### config.mk
export PLATFORM = sky130hd
export DESIGN_NAME = lockstep_cfg_initiator_flat
export DESIGN_NICKNAME = d
export VERILOG_FILES = /design/src/rtl/lockstep_pkg.sv /design/src/rtl/lockstep_cfg_initiator_if.sv /design/src/rtl/lockstep_timeout_cnt.sv /design/src/rtl/lockstep_cfg_initiator.sv /design/src/flat_wrapper.sv
export SDC_FILE = /design/constraint.sdc
export NUM_CORES = 1
export LEC_CHECK = 0
export ABC_CLOCK_PERIOD_IN_PS = 2300
export CAP_MARGIN = 20
export CORE_MARGIN = 1.5
export CORE_UTILIZATION = 25
export CTS_CLUSTER_SIZE = 14
export DETAILED_ROUTE_END_ITERATION = 12
export PLACE_DENSITY_LB_ADDON = 0.1
export REMOVE_ABC_BUFFERS = 1
export SLEW_MARGIN = 15
export SYNTH_ARGS = -nofsm -noshare
export SYNTH_HDL_FRONTEND = slang
export SYNTH_SLANG_ARGS = --single-unit
### constraint.sdc
create_clock -name clk_i -period 2.3 [get_ports clk_i]
set_clock_uncertainty 0.2 [all_clocks]
set_input_delay 0.69 -clock clk_i [delete_from_list [all_inputs] [get_ports clk_i]]
set_output_delay 0.69 -clock clk_i [all_outputs]
set_load 0.1 [all_outputs]
### src/rtl/lockstep_pkg.sv
// -----------------------------------------------------------------------------
// lockstep_pkg
// Shared types and constants for the lockstep configuration initiator.
//   lk_init_state_t  : initiator FSM state encoding
//   LOCKSTEP_ADDRESS : byte address of the lockstep control register
//   lk_cmd_t         : one front-end command (address, direction, data, strobes)
// -----------------------------------------------------------------------------
package lockstep_pkg;

    typedef enum logic [1:0] {
        IDLE     = 2'd0,
        REQ      = 2'd1,
        WAIT_RSP = 2'd2,
        RESP     = 2'd3
    } lk_init_state_t;

    localparam logic [31:0] LOCKSTEP_ADDRESS = 32'h1020_2800;

    typedef struct packed {
        logic [31:0] addr;
        logic        we;
        logic [31:0] wdata;
        logic [3:0]  be;
    } lk_cmd_t;

endpackage

### src/rtl/lockstep_cfg_initiator_if.sv
// -----------------------------------------------------------------------------
// lockstep_cfg_initiator_if
// Peripheral req/gnt/r_valid bus between the initiator and the lockstep
// responder.
//   req/addr/wen/wdata/be/id : request channel, driven by the master
//   gnt                      : grant, driven by the slave
//   r_valid/r_opc/r_id/r_rdata : response channel, driven by the slave
// wen is active-low: 0 = write, 1 = read.
// -----------------------------------------------------------------------------
interface lockstep_cfg_initiator_if #(
    parameter int unsigned ID_WIDTH = 5
);
    logic                req;
    logic [31:0]         addr;
    logic                wen;
    logic [31:0]         wdata;
    logic [3:0]          be;
    logic [ID_WIDTH-1:0] id;
    logic                gnt;
    logic                r_valid;
    logic                r_opc;
    logic [ID_WIDTH-1:0] r_id;
    logic [31:0]         r_rdata;

    modport master (
        output req, addr, wen, wdata, be, id,
        input  gnt, r_valid, r_opc, r_id, r_rdata
    );

    modport slave (
        input  req, addr, wen, wdata, be, id,
        output gnt, r_valid, r_opc, r_id, r_rdata
    );
endinterface

### src/rtl/lockstep_timeout_cnt.sv
// -----------------------------------------------------------------------------
// lockstep_timeout_cnt
// Response-timeout counter. Cleared by clear_i, counts while enable_i, and
// saturates at TO_CYCLES.
//   clk_i, rst_ni : clock, asynchronous active-low reset
//   clear_i       : restart the count from zero (has priority over enable_i)
//   enable_i      : count this cycle
//   expired_o     : count has reached TO_CYCLES
// -----------------------------------------------------------------------------
module lockstep_timeout_cnt #(
    parameter int unsigned TO_WIDTH  = 8,
    parameter int unsigned TO_CYCLES = 255
) (
    input  logic clk_i,
    input  logic rst_ni,
    input  logic clear_i,
    input  logic enable_i,
    output logic expired_o
);
    localparam logic [TO_WIDTH-1:0] TO_LIMIT = TO_WIDTH'(TO_CYCLES);

    logic [TO_WIDTH-1:0] cnt_r;

    // Counter register: clear, then count up to the limit and hold there.
    always_ff @(posedge clk_i or negedge rst_ni) begin
        if (!rst_ni) begin
            cnt_r <= {TO_WIDTH{1'b0}};
        end else if (clear_i) begin
            cnt_r <= {TO_WIDTH{1'b0}};
        end else if (enable_i && (cnt_r != TO_LIMIT)) begin
            cnt_r <= cnt_r + {{(TO_WIDTH-1){1'b0}}, 1'b1};
        end else begin
            cnt_r <= cnt_r;
        end
    end

    assign expired_o = (cnt_r == TO_LIMIT);

endmodule

### src/rtl/lockstep_cfg_initiator.sv
// -----------------------------------------------------------------------------
// lockstep_cfg_initiator
// Converts one valid/ready command into exactly one req/gnt/r_valid bus
// transaction and returns the result on a valid/ready response port. Only one
// transaction is outstanding at a time; every output is a register.
//   clk_i, rst_ni             : clock, asynchronous active-low reset
//   cmd_valid_i / cmd_ready_o : command handshake
//   cmd_addr_i/we_i/wdata_i/be_i : command payload (we=1 write)
//   rsp_valid_o / rsp_ready_i : response handshake
//   rsp_rdata_o, rsp_err_o    : read data (0 on write/error), error flag
//   busy_o                    : a transaction is in progress
//   bus                       : master side of the peripheral bus
// -----------------------------------------------------------------------------
module lockstep_cfg_initiator
    import lockstep_pkg::*;
#(
    parameter int unsigned ID_WIDTH  = 5,
    parameter int unsigned TO_WIDTH  = 8,
    parameter int unsigned TO_CYCLES = 255
) (
    input  logic        clk_i,
    input  logic        rst_ni,
    input  logic        cmd_valid_i,
    output logic        cmd_ready_o,
    input  logic [31:0] cmd_addr_i,
    input  logic        cmd_we_i,
    input  logic [31:0] cmd_wdata_i,
    input  logic [3:0]  cmd_be_i,
    output logic        rsp_valid_o,
    input  logic        rsp_ready_i,
    output logic [31:0] rsp_rdata_o,
    output logic        rsp_err_o,
    output logic        busy_o,
    lockstep_cfg_initiator_if.master bus
);
    lk_init_state_t state_r, state_nxt_s;
    lk_cmd_t        cmd_in_s;

    logic                cmd_ready_r, cmd_ready_nxt_s;
    logic                req_r, req_nxt_s;
    logic [31:0]         addr_r, addr_nxt_s;
    logic                wen_r, wen_nxt_s;
    logic [31:0]         wdata_r, wdata_nxt_s;
    logic [3:0]          be_r, be_nxt_s;
    logic [ID_WIDTH-1:0] tag_r, tag_nxt_s;
    logic                rsp_valid_r, rsp_valid_nxt_s;
    logic [31:0]         rsp_rdata_r, rsp_rdata_nxt_s;
    logic                rsp_err_r, rsp_err_nxt_s;
    logic                busy_r, busy_nxt_s;
    logic                to_clear_s, to_enable_s, to_expired_s, match_s;

    assign cmd_in_s = '{addr: cmd_addr_i, we: cmd_we_i, wdata: cmd_wdata_i, be: cmd_be_i};

    lockstep_timeout_cnt #(
        .TO_WIDTH  (TO_WIDTH),
        .TO_CYCLES (TO_CYCLES)
    ) u_timeout (
        .clk_i     (clk_i),
        .rst_ni    (rst_ni),
        .clear_i   (to_clear_s),
        .enable_i  (to_enable_s),
        .expired_o (to_expired_s)
    );

    // A response only counts if it carries the tag of the outstanding request.
    assign match_s     = bus.r_valid && (bus.r_id == tag_r);
    assign to_clear_s  = (state_r == REQ) && bus.gnt;
    assign to_enable_s = (state_r == WAIT_RSP);

    // Next-state and next-output decode; every register holds by default.
    always_comb begin
        state_nxt_s     = state_r;
        req_nxt_s       = req_r;
        addr_nxt_s      = addr_r;
        wen_nxt_s       = wen_r;
        wdata_nxt_s     = wdata_r;
        be_nxt_s        = be_r;
        tag_nxt_s       = tag_r;
        rsp_valid_nxt_s = rsp_valid_r;
        rsp_rdata_nxt_s = rsp_rdata_r;
        rsp_err_nxt_s   = rsp_err_r;
        case (state_r)
            IDLE: begin
                if (cmd_ready_r && cmd_valid_i) begin
                    state_nxt_s = REQ;
                    req_nxt_s   = 1'b1;
                    addr_nxt_s  = cmd_in_s.addr;
                    wen_nxt_s   = ~cmd_in_s.we;
                    wdata_nxt_s = cmd_in_s.wdata;
                    be_nxt_s    = cmd_in_s.be;
                end else begin
                    state_nxt_s = IDLE;
                end
            end
            REQ: begin
                // No timeout here: the arbiter may stall indefinitely.
                if (bus.gnt) begin
                    state_nxt_s = WAIT_RSP;
                    req_nxt_s   = 1'b0;
                end else begin
                    state_nxt_s = REQ;
                end
            end
            WAIT_RSP: begin
                // A matching response beats a simultaneous timeout.
                if (match_s) begin
                    state_nxt_s     = RESP;
                    rsp_valid_nxt_s = 1'b1;
                    rsp_err_nxt_s   = bus.r_opc;
                    rsp_rdata_nxt_s = (wen_r && !bus.r_opc) ? bus.r_rdata : 32'h0000_0000;
                end else if (to_expired_s) begin
                    state_nxt_s     = RESP;
                    rsp_valid_nxt_s = 1'b1;
                    rsp_err_nxt_s   = 1'b1;
                    rsp_rdata_nxt_s = 32'h0000_0000;
                end else begin
                    state_nxt_s = WAIT_RSP;
                end
            end
            RESP: begin
                if (rsp_ready_i) begin
                    state_nxt_s     = IDLE;
                    rsp_valid_nxt_s = 1'b0;
                    tag_nxt_s       = tag_r + {{(ID_WIDTH-1){1'b0}}, 1'b1};
                end else begin
                    state_nxt_s = RESP;
                end
            end
            default: begin
                state_nxt_s     = IDLE;
                req_nxt_s       = 1'b0;
                rsp_valid_nxt_s = 1'b0;
            end
        endcase
        cmd_ready_nxt_s = (state_nxt_s == IDLE);
        busy_nxt_s      = (state_nxt_s != IDLE);
    end

    // FSM state register.
    always_ff @(posedge clk_i or negedge rst_ni) begin
        if (!rst_ni) begin
            state_r <= IDLE;
        end else begin
            state_r <= state_nxt_s;
        end
    end

    // Output and tag registers; wen resets to read so an idle bus is harmless.
    always_ff @(posedge clk_i or negedge rst_ni) begin
        if (!rst_ni) begin
            cmd_ready_r <= 1'b0;
            req_r       <= 1'b0;
            addr_r      <= 32'h0000_0000;
            wen_r       <= 1'b1;
            wdata_r     <= 32'h0000_0000;
            be_r        <= 4'h0;
            tag_r       <= {ID_WIDTH{1'b0}};
            rsp_valid_r <= 1'b0;
            rsp_rdata_r <= 32'h0000_0000;
            rsp_err_r   <= 1'b0;
            busy_r      <= 1'b0;
        end else begin
            cmd_ready_r <= cmd_ready_nxt_s;
            req_r       <= req_nxt_s;
            addr_r      <= addr_nxt_s;
            wen_r       <= wen_nxt_s;
            wdata_r     <= wdata_nxt_s;
            be_r        <= be_nxt_s;
            tag_r       <= tag_nxt_s;
            rsp_valid_r <= rsp_valid_nxt_s;
            rsp_rdata_r <= rsp_rdata_nxt_s;
            rsp_err_r   <= rsp_err_nxt_s;
            busy_r      <= busy_nxt_s;
        end
    end

    assign cmd_ready_o = cmd_ready_r;
    assign rsp_valid_o = rsp_valid_r;
    assign rsp_rdata_o = rsp_rdata_r;
    assign rsp_err_o   = rsp_err_r;
    assign busy_o      = busy_r;
    assign bus.req     = req_r;
    assign bus.addr    = addr_r;
    assign bus.wen     = wen_r;
    assign bus.wdata   = wdata_r;
    assign bus.be      = be_r;
    assign bus.id      = tag_r;

endmodule

### src/flat_wrapper.sv
// flat-port wrapper written by rule: the top's interface ports become plain ports
module lockstep_cfg_initiator_flat import lockstep_pkg::*;
#(
    parameter int unsigned ID_WIDTH  = 5,
    parameter int unsigned TO_WIDTH  = 8,
    parameter int unsigned TO_CYCLES = 255
)
  (clk_i, rst_ni, cmd_valid_i, cmd_ready_o, cmd_addr_i, cmd_we_i, cmd_wdata_i, cmd_be_i, rsp_valid_o, rsp_ready_i, rsp_rdata_o, rsp_err_o, busy_o, bus_req, bus_addr, bus_wen, bus_wdata, bus_be, bus_id, bus_gnt, bus_r_valid, bus_r_opc, bus_r_id, bus_r_rdata);
  lockstep_cfg_initiator_if #(.ID_WIDTH(ID_WIDTH)) bus_i ();
  input  logic clk_i;
  input  logic rst_ni;
  input  logic cmd_valid_i;
  output logic cmd_ready_o;
  input  logic [31:0] cmd_addr_i;
  input  logic cmd_we_i;
  input  logic [31:0] cmd_wdata_i;
  input  logic [3:0] cmd_be_i;
  output logic rsp_valid_o;
  input  logic rsp_ready_i;
  output logic [31:0] rsp_rdata_o;
  output logic rsp_err_o;
  output logic busy_o;
  output wire logic [$bits(bus_i.req)-1:0] bus_req;
  output wire logic [$bits(bus_i.addr)-1:0] bus_addr;
  output wire logic [$bits(bus_i.wen)-1:0] bus_wen;
  output wire logic [$bits(bus_i.wdata)-1:0] bus_wdata;
  output wire logic [$bits(bus_i.be)-1:0] bus_be;
  output wire logic [$bits(bus_i.id)-1:0] bus_id;
  input wire logic [$bits(bus_i.gnt)-1:0] bus_gnt;
  input wire logic [$bits(bus_i.r_valid)-1:0] bus_r_valid;
  input wire logic [$bits(bus_i.r_opc)-1:0] bus_r_opc;
  input wire logic [$bits(bus_i.r_id)-1:0] bus_r_id;
  input wire logic [$bits(bus_i.r_rdata)-1:0] bus_r_rdata;
  assign bus_req = bus_i.req;
  assign bus_addr = bus_i.addr;
  assign bus_wen = bus_i.wen;
  assign bus_wdata = bus_i.wdata;
  assign bus_be = bus_i.be;
  assign bus_id = bus_i.id;
  assign bus_i.gnt = bus_gnt;
  assign bus_i.r_valid = bus_r_valid;
  assign bus_i.r_opc = bus_r_opc;
  assign bus_i.r_id = bus_r_id;
  assign bus_i.r_rdata = bus_r_rdata;
  lockstep_cfg_initiator #(.ID_WIDTH(ID_WIDTH), .TO_WIDTH(TO_WIDTH), .TO_CYCLES(TO_CYCLES)) u_core (.clk_i(clk_i), .rst_ni(rst_ni), .cmd_valid_i(cmd_valid_i), .cmd_ready_o(cmd_ready_o), .cmd_addr_i(cmd_addr_i), .cmd_we_i(cmd_we_i), .cmd_wdata_i(cmd_wdata_i), .cmd_be_i(cmd_be_i), .rsp_valid_o(rsp_valid_o), .rsp_ready_i(rsp_ready_i), .rsp_rdata_o(rsp_rdata_o), .rsp_err_o(rsp_err_o), .busy_o(busy_o), .bus(bus_i));
endmodule
# --- Word-level counts from Yosys, hierarchy flattened ---
# Index checks and enable logic that the tools add are counted.
word_totals:
  register_bits: 121
  input_bits: 113
  output_inout_bits: 111
  word_cells: 63
classes:
  n_addsub: 2
  eq_ne: 10
  mux: 19
  bitwise_logic: 1
  reduce_logical: 18
ops:
  columns: ["op", "count"]
  rows:
  - ["two-way mux 32 bit", 3]
  - ["two-way mux 8 bit", 2]
  - ["nonzero test 2 bit", 5]
  - ["adder 8 x 1 -> 8 bit, second input constant", 1]
  - ["== test 8 bit, second input constant", 1]
  - ["two-way mux 1 bit", 8]
  - ["inequality test 8 bit, second input constant", 1]
  - ["one-hot mux 2 bit (4 select lines)", 1]
  - ["two-way mux 2 bit", 3]
  - ["AND reduction 2 bit", 3]
  - ["AND reduction 3 bit", 2]
  - ["adder 5 x 1 -> 5 bit, second input constant", 1]
  - ["== test 5 bit", 1]
  - ["logical AND 1 bit", 5]
  - ["== test 2 bit, second input constant", 2]
  - ["zero test 2 bit", 2]
  - ["inequality test 2 bit, second input constant", 2]
  - ["one-hot mux 1 bit (2 select lines)", 2]
  - ["inequality test 3 x 1 -> 1 bit, second input constant", 1]
  - ["== test 2 x 1 -> 1 bit, second input constant", 1]
  - ["inequality test 2 x 1 -> 1 bit, second input constant", 1]
  - ["zero test 1 bit", 1]
  - ["inverter 1 bit", 1]

# --- Depth between registers and ports, before layout ---
logic_depth:
  depth_word: 5
  ltp_mapped: 8
  depth_no_buf: 5

# --- Cells and area by module ---
# A second synthesis with hierarchy kept.
hier_totals:
  hier_cells: 506
  area_unflattened_um2: 5156.2
by_module_without_submodules:
  columns: ["module", "instances", "cells_per_inst", "area_each_um2", "seq_area_each_um2"]
  rows:
  - ["lockstep_cfg_initiator", 1, 459, 4687.0, 2829.0]
  - ["lockstep_timeout_cnt", 1, 47, 469.2, 200.2]

# --- Worst setup path after synthesis ---
# Ideal clock, no wire load.
synth_path:
  kind: "reg2reg"
  from: "reg u_core.tag_r[0], in the netlist u_core.bus.id[0]"
  to: "reg u_core.rsp_rdata_r[10], in the netlist u_core.rsp_rdata_o[10]"
  setup_ns: 0.131
  arrival_ns: 2.136
  required_time_ns: 1.969
  path_slack_ns: -0.167
  path_stages_with_launch: 8
  path_buffers: 3
  synth_period_minus_slack_ns: 2.467
  cell_sequence: "dfrtp_1 > xor2_1 > nor4bb_1 > buf_6 > a21o_1 > buf_6 > buf_2 > o21ai_0"
synth_via:
  elab_chain_cells: 4
  word_cells_on_any_way: 5
  cone_classes: "1 x eq/ne; 1 x mux; 3 x reduce/logical"
synth_lines:
  columns: ["item", "line", "source"]
  rows:
  - ["start, declared", "lockstep_cfg_initiator.sv:45", "logic [ID_WIDTH-1:0] tag_r, tag_nxt_s;"]
  - ["start signal, assigned", "lockstep_cfg_initiator.sv:157", "tag_r <= {ID_WIDTH{1'b0}};"]
  - ["start signal, assigned", "lockstep_cfg_initiator.sv:169", "tag_r <= tag_nxt_s;"]
  - ["== test 5 bit (*)", "lockstep_cfg_initiator.sv:66", "assign match_s = bus.r_valid && (bus.r_id == tag_r);"]
  - ["logical AND 1 bit (*)", "lockstep_cfg_initiator.sv:66", null]
  - ["nonzero test 2 bit (no line)", null, null]
  - ["AND reduction 2 bit (no line)", null, null]
  - ["end signal, assigned", "lockstep_cfg_initiator.sv:171", "rsp_rdata_r <= rsp_rdata_nxt_s;"]
  - ["end, declared", "lockstep_cfg_initiator.sv:47", "logic [31:0] rsp_rdata_r, rsp_rdata_nxt_s;"]
# Mark *: on every way between the ends. The rest lies on a longest branch, timed or not.
# A chain may end at the register's enable or synchronous reset.

# --- Final worst setup path ---
layout_path:
  from: "in bus_r_id[0]"
  to: "reg u_core.rsp_rdata_r[16], in the netlist u_core.rsp_rdata_o[16]"
layout_via:
  elab_chain_cells: 4
  word_cells_on_any_way: 5
  cone_classes: "1 x eq/ne; 1 x mux; 3 x reduce/logical"
layout_lines:
  columns: ["item", "line", "source"]
  rows:
  - ["start, declared", "flat_wrapper.sv:32", "input wire logic [$bits(bus_i.r_id)-1:0] bus_r_id;"]
  - ["== test 5 bit (*)", "lockstep_cfg_initiator.sv:66", null]
  - ["logical AND 1 bit (*)", "lockstep_cfg_initiator.sv:66", null]
  - ["nonzero test 2 bit (no line)", null, null]
  - ["AND reduction 2 bit (no line)", null, null]
# Marks and branches as above.

==> metrics.md <==
| Metric | Value |
|---|---|
| Io pins | 224 |
| Simple-Gate Fraction of Synth Area | 4.99% |
| Cell count of the worst hold path | 2 |
| Synth Area in XOR/XNOR | 1.92% |
| Unrepaired setup endpoints after global routing | false |
| Synth cell types | 37 |
| Diode count | 0 |
| TritonCTS clock tree | built |
| Synth Warn # | 0 |
| Row Count | 51 |
| Sink Count | 121 |
| Area share of the largest cell type after synthesis | 59.8% |
| Worst r2r src | u_core.bus.id[1] |
| Area after DPL | 8870 um^2 |
| Max-cap viol count | 0 |
| DRC | 0 |
| Number of global-route vias before repair | 4211 |
| GPL Wtd Cong | 0.724 |
| Detailed Route Iter0 Violations | 196 |
| Slew @ Worst Pin | 0.389 ns |
| Die X | 145 um |
| Clock Path Buffers | 2 |
| Final TNS setup | 0 ns |
| TritonRoute pass-1 iters | 4 |
| Worst setup margin | 0.154 ns |
| Largest net degree at the start of global routing | 66 |
| Post-Synth Adder-Cell Area | 0.499% |
| Crit. End Element | flop |
| Hold path start | u_core.bus.wen |
| Top Metal Used | met4 |
| Seq/Total Area, Yosys | 60.3% |
| DR vias | 3971 |
| GRT overflow | 0 |
| DR vias/cell | 4.39 |
| WL met1 | 6060 um |
| Skew-Pair Late Insertion Delay | 0.41 ns |
| Tmin final | 2.15 ns |
| Gate Count Post-Synth | 389 |
| Layout cell share with drive strength beyond 1 | 37.7% |
| Slew HR | 73.9% |
| Status | completed |
| Worst Hold End | u_core.bus.wen |
| Final wirelength | 14700 um |
| CTS root buf | clkbuf_16 |
| Reg-to-reg endpoint | u_core.rsp_rdata_o[16] |
| Postcts setup bufs | 0 |
| Pins Over Slew Limit | 0 |
| Met3 WL | 1950 um |
| Remaining antenna violation count | 0 |
| Post-Route Utilization | 48.4% |
| Synth Cell Area | 5020 um^2 |
| Chip height | 145 um |
| Routed wl met2 | 6450 um |
| Cell taking the most area after synthesis | dfrtp_1 |
| Crit path DAT | 2.27 ns |
| Compound-Gate Fraction of Synth Area | 10.8% |
| Gr usage total | 14.5% |
| Worst-path fanout max | 32 |
| CTS Buf Count | 17 |
| Fin area | 9480 um^2 |
| Final nets | 742 |
| Starting Density | 25.6% |
| Pre-CTS WS | -0.253 ns |
| Cell depth of the worst flop-to-flop path | 5 |
| CTS Hold Buffers Added | 1 |
| Area grow syn2layout | 88.8% |
| Combinational family with the most area after synthesis | multiplexers |
| First-pass GRT wire length | 22800 um |
| H-tree levels | 4 |
| Initial antenna violation count | 0 |
| Wire per inst | 16.2 um |
| Final setup fails | 0 |
| CP Class | input pin to flop |
| Die area | 20900 um^2 |
| Synth area leaders | dfrtp_1 60%, mux2_2 15%, o2111ai_1 5.6% |
| CORE AREA | 19600 um^2 |
| HPWL after DPL | 10700 um |
| PortBufs | 223 |
| Reg2Reg Setup Slack | 0.35 ns |
| Final worst-path cycle share | 93.3% |
| Reg clk slew, reported paths | 0.06 ns |
| Post-CTS resize count | 0 |
| Final hold violation count | 0 |
| Startpoint type of the worst setup path | input pin |
| Fmax | 0.466 GHz |
| HP Class | flop to flop |
| Synthesized flop and latch total | 121 |
| Multiplexer area fraction after synthesis | 16.1% |
| Avg Cell Area, Syn | 12.9 um^2 |
| Worst path required time | 2.42 ns |
-- placed cells by master (no fill, tap or decap), drive strengths merged, types with 4 or more instances in the layout --
master,n
a21oi,6
buf,134
clkbuf,20
clkdlybuf4s50,111
clkinv,6
dfrtp,120
inv,35
mux2,69
nand2,5
nor2,11
nor3,6
o2111ai,32
o21ai,35
xnor2,4
xor2,7
-- flip-flops by register name (all words and copies together), names as in the netlist, 2 cells and up --
name,cells
u_core.rsp_rdata_o,32
u_core.state_r,2
u_core.bus.addr,32
u_core.u_timeout.cnt_r,8
u_core.bus.wdata,32
u_core.bus.be,4
u_core.bus.id,5
-- layer usage --
layer / up-vias / GRT usage, %
li1: 1875 / -
met1: 1894 / 17.6
met2: 186 / 21.0
met3: 16 / 8.56
met4: 0 / 5.42
met5: - / 0
-- kinds of logic (layout without fill, tap and decap cells) --
family | after synthesis | in the layout
DFF | 121 | 121
muxes | 72 | 72
AOI/OAI and AO/OA | 80 | 80
xor gates and xnor gates | 11 | 11
adders and majority gates | 2 | 2
and+or+nand+nor | 41 | 41
buffers and inverters | 62 | 313
-- how the worst max path moves through the flow --
stage / startpoint / depth (start not counted) / to / slack (ns)
floorplan: u_core.bus.id[0] / 4 / u_core.cmd_ready_o / -2.67
global placement: bus_r_id[0] / 6 / u_core.rsp_rdata_o[16] / -0.22
detailed placement: bus_r_id[0] / 6 / u_core.rsp_rdata_o[16] / -0.25
CTS: bus_r_id[0] / 6 / u_core.rsp_rdata_o[16] / 0.19
global route: bus_r_id[0] / 6 / u_core.rsp_rdata_o[5] / 0.04
finish: bus_r_id[0] / 6 / u_core.rsp_rdata_o[16] / 0.15
-- layout make-up --
type / count / area [um^2]
clock buffer: 20 / 447
clock inverter: 12 / 150
fill: 1701 / 10100
inverter: 35 / 131
multi-input combinational: 206 / 1760
sequential: 121 / 3030
tap: 265 / 332
timing repair buffer: 246 / 3630
-- worst max-delay path, stage by stage --
cell             delay, ns
clkdlybuf4s50_1       0.42
xor2_1                0.18
nor4bb_4              0.32
buf_4                 0.39
o2111ai_1             0.16
o21ai_0               0.10
-- synthesized netlist by cell type --
| master | instances |
|---|---|
| nand2_1 | 5 |
| or4_1 | 1 |
| ha_1 | 2 |
| a21oi_1 | 6 |
| nand4_1 | 3 |
| o21ai_1 | 1 |
| and4_1 | 1 |
| buf_6 | 2 |
| nor2b_4 | 1 |
| nor3_2 | 2 |
| mux2i_1 | 3 |
| or3_1 | 3 |
| o21bai_1 | 2 |
| buf_4 | 1 |
| dfrtp_1 | 120 |
| clkbuf_1 | 10 |
| nor2b_1 | 1 |
| o2111ai_1 | 32 |
| nand3_1 | 3 |
| mux2_2 | 69 |
| xor2_1 | 7 |
| a2bb2oi_1 | 1 |
| o41ai_1 | 1 |
| a211o_1 | 1 |
| nand3b_1 | 2 |
| nor3_1 | 4 |
| a311oi_1 | 1 |
| nor2_1 | 11 |
| inv_1 | 35 |
| and3_1 | 2 |
| xnor2_1 | 4 |
| dfstp_2 | 1 |
| nand4b_4 | 1 |
| o21ai_0 | 34 |
| buf_2 | 14 |
| a21o_1 | 1 |
| nor4bb_1 | 1 |
-- metrics by stage --
step,hold WS [ns],instances
finish,0.343,905
CTS,0.345,905
detailed placement,0.323,872
global placement,0.321,872
global route,0.367,905
floorplan,0.194,362
Power is left out: the tool's default activity adds up to more than one toggle a clock period on the data nets, which glitch-free logic cannot reach.
